### config.mk
export PLATFORM = sky130hd
export DESIGN_NAME = mem_arbiter
export DESIGN_NICKNAME = d
export VERILOG_FILES = /design/src/rtl/mem_arbiter.sv
export SDC_FILE = /design/constraint.sdc
export NUM_CORES = 1
export LEC_CHECK = 0
export CORE_AREA = 2 2 108 110
export DETAILED_ROUTE_END_ITERATION = 10
export DIE_AREA = 0 0 110 112
export DONT_BUFFER_PORTS = 1
export PLACE_DENSITY_LB_ADDON = 0.3
export SYNTH_ARGS = -nofsm -noshare
export SYNTH_HDL_FRONTEND = slang
export SYNTH_SLANG_ARGS = --single-unit
### constraint.sdc
create_clock -name clk -period 1.73 [get_ports clk]
set_input_delay 0.173 -clock clk [delete_from_list [all_inputs] [get_ports clk]]
set_output_delay 0.173 -clock clk [all_outputs]
set_load 0.01 [all_outputs]
### src/rtl/mem_arbiter.sv
// Two-port memory arbiter: instruction fetch and data ports share one memory
// through a three-state FSM with alternating priority on ties.
module mem_arbiter (
    input  logic        clk,
    input  logic        rst,
    input  logic        i_read,
    input  logic [31:0] i_addr,
    output logic [31:0] i_rdata,
    output logic        i_resp,
    input  logic        d_read,
    input  logic        d_write,
    input  logic [31:0] d_addr,
    input  logic [31:0] d_wdata,
    input  logic [3:0]  d_mbe,
    output logic [31:0] d_rdata,
    output logic        d_resp,
    output logic        pmem_read,
    output logic        pmem_write,
    output logic [31:0] pmem_addr,
    output logic [31:0] pmem_wdata,
    output logic [3:0]  pmem_mbe,
    input  logic [31:0] pmem_rdata,
    input  logic        pmem_resp,
    output logic        busy,
    output logic        owner,
    output logic        d_err
);

    localparam logic [1:0] IDLE    = 2'd0;
    localparam logic [1:0] SERVE_I = 2'd1;
    localparam logic [1:0] SERVE_D = 2'd2;

    logic [1:0]  state_r;
    logic [1:0]  state_next_s;
    logic        last_grant_r;
    logic [31:0] addr_r;
    logic [31:0] wdata_r;
    logic [3:0]  mbe_r;
    logic        write_r;
    logic        d_err_r;
    logic        d_req_s;
    logic        grant_i_s;
    logic        grant_d_s;
    logic        serving_s;

    // Arbitration: on a tie the port that was not served last wins.
    always_comb begin
        d_req_s   = d_read | d_write;
        grant_d_s = d_req_s & (~i_read | ~last_grant_r);
        grant_i_s = i_read & ~grant_d_s;
    end

    // Next-state logic
    always_comb begin
        state_next_s = state_r;
        case (state_r)
            IDLE: begin
                if (grant_d_s) begin
                    state_next_s = SERVE_D;
                end else if (grant_i_s) begin
                    state_next_s = SERVE_I;
                end else begin
                    state_next_s = IDLE;
                end
            end
            SERVE_I, SERVE_D: begin
                if (pmem_resp) begin
                    state_next_s = IDLE;
                end else begin
                    state_next_s = state_r;
                end
            end
            default: state_next_s = IDLE;
        endcase
    end

    // State, grant history, latched request and sticky error registers
    always_ff @(posedge clk or negedge rst) begin
        if (!rst) begin
            state_r      <= IDLE;
            last_grant_r <= 1'b0;
            addr_r       <= 32'h0000_0000;
            wdata_r      <= 32'h0000_0000;
            mbe_r        <= 4'h0;
            write_r      <= 1'b0;
            d_err_r      <= 1'b0;
        end else begin
            state_r <= state_next_s;
            if (state_r == IDLE) begin
                if (grant_d_s) begin
                    addr_r  <= d_addr;
                    wdata_r <= d_wdata;
                    mbe_r   <= d_mbe;
                    // A simultaneous read+write is demoted to a write and flagged.
                    write_r <= d_write;
                    if (d_read && d_write) begin
                        d_err_r <= 1'b1;
                    end
                end else if (grant_i_s) begin
                    addr_r  <= i_addr;
                    wdata_r <= 32'h0000_0000;
                    mbe_r   <= 4'hF;
                    write_r <= 1'b0;
                end
            end else if (pmem_resp) begin
                last_grant_r <= (state_r == SERVE_D);
            end
        end
    end

    // Memory-side and requester-side outputs, all gated by the serving state
    always_comb begin
        serving_s  = (state_r == SERVE_I) || (state_r == SERVE_D);
        pmem_read  = serving_s & ~write_r;
        pmem_write = serving_s & write_r;
        pmem_addr  = serving_s ? (addr_r & 32'hFFFF_FFFC) : 32'h0000_0000;
        pmem_wdata = serving_s ? wdata_r : 32'h0000_0000;
        pmem_mbe   = serving_s ? mbe_r : 4'h0;
        i_resp     = (state_r == SERVE_I) & pmem_resp;
        d_resp     = (state_r == SERVE_D) & pmem_resp;
        i_rdata    = i_resp ? pmem_rdata : 32'h0000_0000;
        d_rdata    = d_resp ? pmem_rdata : 32'h0000_0000;
        busy       = serving_s;
        if (state_r == SERVE_D) begin
            owner = 1'b1;
        end else if (state_r == SERVE_I) begin
            owner = 1'b0;
        end else begin
            owner = last_grant_r;
        end
        d_err = d_err_r;
    end

endmodule

# After elaboration in Yosys (flattened, before gate mapping)

Cells that the tools add are included.

Mux-type cells: 19
Equality and inequality tests: 3
Bitwise operators: 13
Reduce and logical (&&, ||, !) cells: 8

Operators with widths:

| cell               | count |
|---|---|
| $mux 32            | 8 |
| $mux 4             | 3 |
| $and 1x1->1        | 6 |
| $mux 1             | 5 |
| $not 1->1          | 5 |
| $mux 2             | 2 |
| $pmux 2 s2         | 1 |
| $reduce_and 2->1   | 2 |
| $reduce_and 3->1   | 1 |
| $eq 2x1->1 const B | 1 |
| $eq 2x2->1 const B | 1 |
| $logic_not 2->1    | 1 |
| $ne 2x2->1 const B | 1 |
| $or 1x1->1         | 2 |
| $reduce_bool 2->1  | 1 |
| $reduce_or 2->1    | 1 |
| $logic_and 1x1->1  | 1 |
| $logic_or 1x1->1   | 1 |

Word-level logic and storage cells: 50
Register bits: 73

# Longest topological paths before layout

Depth in word-level cells: 8
Gate-level depth with buffers: 7

# Worst setup path before layout

Ideal clock, no wire load.

Kind: reg2out
From: register state_r[0]
To: output port pmem_mbe[0]
Data required time: 1.557 ns
Path slack: 0.097 ns
Data arrival time: 1.460 ns
Stages on the path, launching flop included: 6
Cell sequence: dfrtp_1 inv_1 ha_1 clkbuf_1 clkbuf_1 and2_1

Word-level cells in the longest chain between the ends: 3
Elaborated cells on any way between the ends: 4
Classes of those cells: eq/ne: 2; mux: 1; reduce/logical: 1

Ends and longest elaborated chain:

| element                                         | line | RTL |
|---|---|---|
| start: declaration                              | 33   | `logic [1:0] state_r;` |
| start signal: assignment                        | 88   | `state_r <= state_next_s;` |
| $eq 2x1->1 / $eq 2x2->1 (equally long branches) | 113  | `serving_s = (state_r == SERVE_I) \|\| (state_r == SERVE_D);` |
| $logic_or 1x1->1 (*)                            | 113  |  |
| via busy                                        | 24   | `output logic busy,` |
| $mux 4 (*)                                      | 118  | `pmem_mbe = serving_s ? mbe_r : 4'h0;` |
| end: declaration                                | 21   | `output logic [3:0] pmem_mbe,` |

The timed path passes the listed nets; every way through them passes the cells marked *.

# Worst setup path in the final report

From: register state_r[0]
To: output port pmem_addr[19]

Word-level cells in the longest chain between the ends: 3
Elaborated cells on any way between the ends: 4
Classes of those cells: eq/ne: 2; mux: 1; reduce/logical: 1

Ends and longest elaborated chain:

| element                                         | line | RTL |
|---|---|---|
| $eq 2x1->1 / $eq 2x2->1 (equally long branches) | 113  |  |
| $logic_or 1x1->1 (*)                            | 113  |  |
| $mux 32 (*)                                     | 116  | `pmem_addr = serving_s ? (addr_r & 32'hFFFF_FFFC) : 32'h0000_0000;` |
| end: declaration                                | 19   | `output logic [31:0] pmem_addr,` |

Mark *: on every way between the ends. The rest lies on a longest branch, timed or not.

==> results.py <==
metrics = {
    "setup_path": {
        "critPathMaxStageDelay_ns": 0.39,
        "crit_path_start_kind": "register",
        "cp_data_required_time_ns": 1.56,
        "cp_top_family": "buffers and inverters",
        "crit_path_end_kind": "primary output",
        "cp_slowest_cell": "dfrtp_1",
        "critical_path_class": "reg2out",
        "path_buf_inv": 3,
        "path_cells": "inv_2 -> ha_4 -> buf_4 -> clkbuf_16 -> and2_1",
        "crit_fanout": 9,
        "cp_data_arrival_time_ns": 1.51,
    },
    "floorplan": {
        "rows": 39,
        "ioPinCount": 277,
        "dieArea_um2": 12300,
        "coreArea_um2": 11200,
        "die_h_um": 112,
        "start_util_pct": 35.1,
        "die_x_um": 110,
    },
    "grt": {
        "grt_pass1_vias": 2751,
        "grt-ovfl-total": 0,
        "grt_pass1_wl_um": 15200,
        "grt_max_degree": 72,
        "track_usage_pct": 15.9,
        "antenna_found_initial": 0,
    },
    "routing": {
        "wl_per_cell_um": 19.1,
        "routed_wl_um": 11000,
        "vias": 2999,
        "viasPerCell": 5.21,
        "first_pass_iters": 4,
        "drt_iter0_drc": 199,
        "drc": 0,
        "antenna_left": 0,
    },
    "logic_synthesis": {
        "postSynthCellCount": 402,
        "seq_area_frac_synth_pct": 45.3,
        "ys.flop_type": "dfrtp_1",
        "yosys_warnings": 0,
        "synth_area_um2": 3920,
        "yosysTopAreaCell": "dfrtp_1",
        "ys_async_sr_fraction_pct": 100,
        "synth-edff-count": 0,
        "synth_area_leaders": "dfrtp_1, and2_1, and3_1",
        "synthDistinctLibCells": 26,
        "synth_top_area_share_pct": 45.3,
        "synth.avg_cell_area_um2": 9.75,
        "ys_ff_latch": 71,
    },
    "clock_network": {
        "postCtsHoldBufs": 34,
        "cts_tree": "done",
        "clk_latency_ns": 0.32,
        "htree_levels": 3,
        "cts.sinks": 71,
        "cts-buffers-inserted": 9,
        "cts.clk_slew.worst_paths_ns": 0.06,
        "max-clock-path-buffers": 2,
        "root_buffer": "clkbuf_16",
    },
    "status": {
        "status": "complete, but fails checks",
        "violations": "hold timing",
    },
    "sta": {
        "rsz0062_at_grt": "yes",
        "drv_slew": 0,
        "hold_violations": 71,
        "post-route-period-util_pct": 97.2,
        "holdWs_ns": -0.461,
        "finClkSkew_ns": 0.00887,
        "setup_viol": 0,
        "post-route-min-period_ns": 1.68,
        "fmax_ghz": 0.595,
    },
    "pwr": {
        "internal-power_w": 0.00594,
        "swShare_pct": 38.5,
        "p_sw_w": 0.00372,
        "cellLeakagePower_nw": 2.46,
        "seqPwrFrac_pct": 29.8,
        "power_w": 0.00966,
        "power_density_nw_per_um2": 1930,
        "p_clk_share_pct": 17.9,
        "peakVddDrop_v": 0.000937,
        "comb_power_share_pct": 52.3,
    },
    "final_layout": {
        "fin_nets": 571,
        "drive_above_1_share_pct": 23.8,
        "layout.cells.non_filler": 576,
        "syn2layout_area_growth_pct": 27.7,
        "fin_util_pct": 44.8,
        "antenna_cells": 0,
    },
    "flow_run": {
        "max_cap_violations": 0,
    },
    "placed_design": {
        "io_buffers": 0,
        "hpwlAfterDp_um": 6990,
        "post-place-cells": 515,
        "routabilityCongestion": 0.945,
    },
    "worst_hold_path": {
        "hp-class": "in2async",
    },
}
==> metal layers <==
| metal | vias to the layer above | global-route usage, % | wire length, µm |
|---|---|---|---|
| met5 | - | 0 | 0 |
| met3 | 6 | 3.92 | 730 |
| met1 | 1434 | 22.9 | 4880 |
| li1 | 1440 | - | - |
| met2 | 119 | 23.4 | 5340 |
| met4 | 0 | 4.81 | 76 |
==> per-stage QoR <==
stage / cell area [µm²] / setup TNS (ns) / setup WS (ns)
2_1_floorplan: 3920 / 0 / 0.0969
3_3_place_gp: 4030 / 0 / 0.197
3_5_place_dp: 4030 / 0 / 0.162
4_1_cts: 4790 / -0.00475 / -0.00307
5_1_grt: 5000 / -0.479 / -0.0281
6_report: 5000 / 0 / 0.0485
==> state kept, by name, summed over array words and instances, names as in the netlist <==
name / flops
write_r: 1
last_grant_r: 1
mbe_r: 4
state_r: 2
wdata_r: 32
addr_r: 30
d_err: 1
==> worst reg2reg max path: stages, from the launching register on <==
cell     delay [ns]
dfrtp_1        0.37
inv_2          0.07
ha_4           0.28
buf_4          0.16
nor2b_1        0.22
mux2_2         0.36
==> path summary, 6_finish.rpt <==
| kind | endpoint | start | cells after the start | slack (ns) |
|---|---|---|---|---|
| min in group clk | d_err$_DFFE_PN0P_ | d_read | 1 | 0.02 |
| max | pmem_addr[19] | state_r[0]$_DFFE_PN0P_ | 5 | 0.05 |
| min reg2reg | addr_r[18]$_DFFE_PN0P_ | addr_r[18]$_DFFE_PN0P_ | 2 | 0.48 |
| min | addr_r[20]$_DFFE_PN0P_ | rst | 0 | -0.46 |
| max in group asynchronous | wdata_r[22]$_DFFE_PN0P_ | rst | 0 | 2.07 |
| max reg2reg | state_r[1]$_DFFE_PN0P_ | state_r[1]$_DFFE_PN0P_ | 5 | 0.17 |
==> synth_stat cells, drive strengths merged (2+ instances only) <==
cell type,number
dfrtp,71
and2,69
and3,64
nand2,35
o21ai,35
a22o,33
mux2i,30
clkbuf,21
buf,19
ha,5
nor2,5
inv,4
a31o,2
nor2b,2
==> cells by family (layout without fill, tap and decap cells) <==
logic type	count (synthesis)	after routing	share of synthesized area [%]
buffers and inverters	44	74	6.10
AND/OR/NAND/NOR	176	176	25.7
flip-flops	71	71	45.3
multiplexers	31	31	7.95
AO/OA/AOI/OAI	74	74	13.2
adder cells (fa/ha/maj)	5	5	1.60
other	1	2	0.0957
==> cells in the final DEF, fill, tap and decap left out, drive strengths merged <==
| cell | Yosys | layout |
|---|---|---|
| nor2b | 2 | 2 |
| a31o | 2 | 2 |
| nand2 | 35 | 35 |
| clkinvlp | 0 | 2 |
| nor2 | 5 | 5 |
| conb | 1 | 2 |
| clkinv | 0 | 2 |
| and3 | 64 | 64 |
| dfrtp | 71 | 71 |
| nand3 | 1 | 1 |
| a21boi | 1 | 1 |
| clkbuf | 21 | 13 |
| inv | 4 | 6 |
| o21ai | 35 | 35 |
| mux2i | 30 | 30 |
| dlygate4sd3 | 0 | 34 |
| mux2 | 1 | 1 |
| o31ai | 1 | 1 |
| ha | 5 | 5 |
| and2 | 69 | 69 |
| a21o | 1 | 1 |
| buf | 19 | 17 |
| a22o | 33 | 33 |
| o2bb2ai | 1 | 1 |
==> final cells by class <==
cell class,count,area [µm²]
Multi-Input combinational cell,288,2090
Timing Repair Buffer,54,661
Tap cell,143,179
Inverter,4,15.0
Sequential cell,71,1780
Clock buffer,10,239
Fill cell,1035,6170
Clock inverter,6,42.5
==> timing repair <==
action,in CTS,in global routing
endpoints found under the setup margin,68,110
pin swaps,1,1
setup buffers,2,3
endpoints found under the hold margin,106,71
gates cloned,1,5
gates resized for setup,35,39
==> power groups by stage <==
stage	Combinational [W]	Sequential, W	Clock (W)
floorplan	0.00301	0.00272	0
global placement	0.00355	0.00282	0
detailed placement	0.00365	0.00284	0
CTS	0.00430	0.00285	0.00178
global route	0.00551	0.00298	0.00187
finish	0.00506	0.00288	0.00173
(Power assumes the default switching activity.)
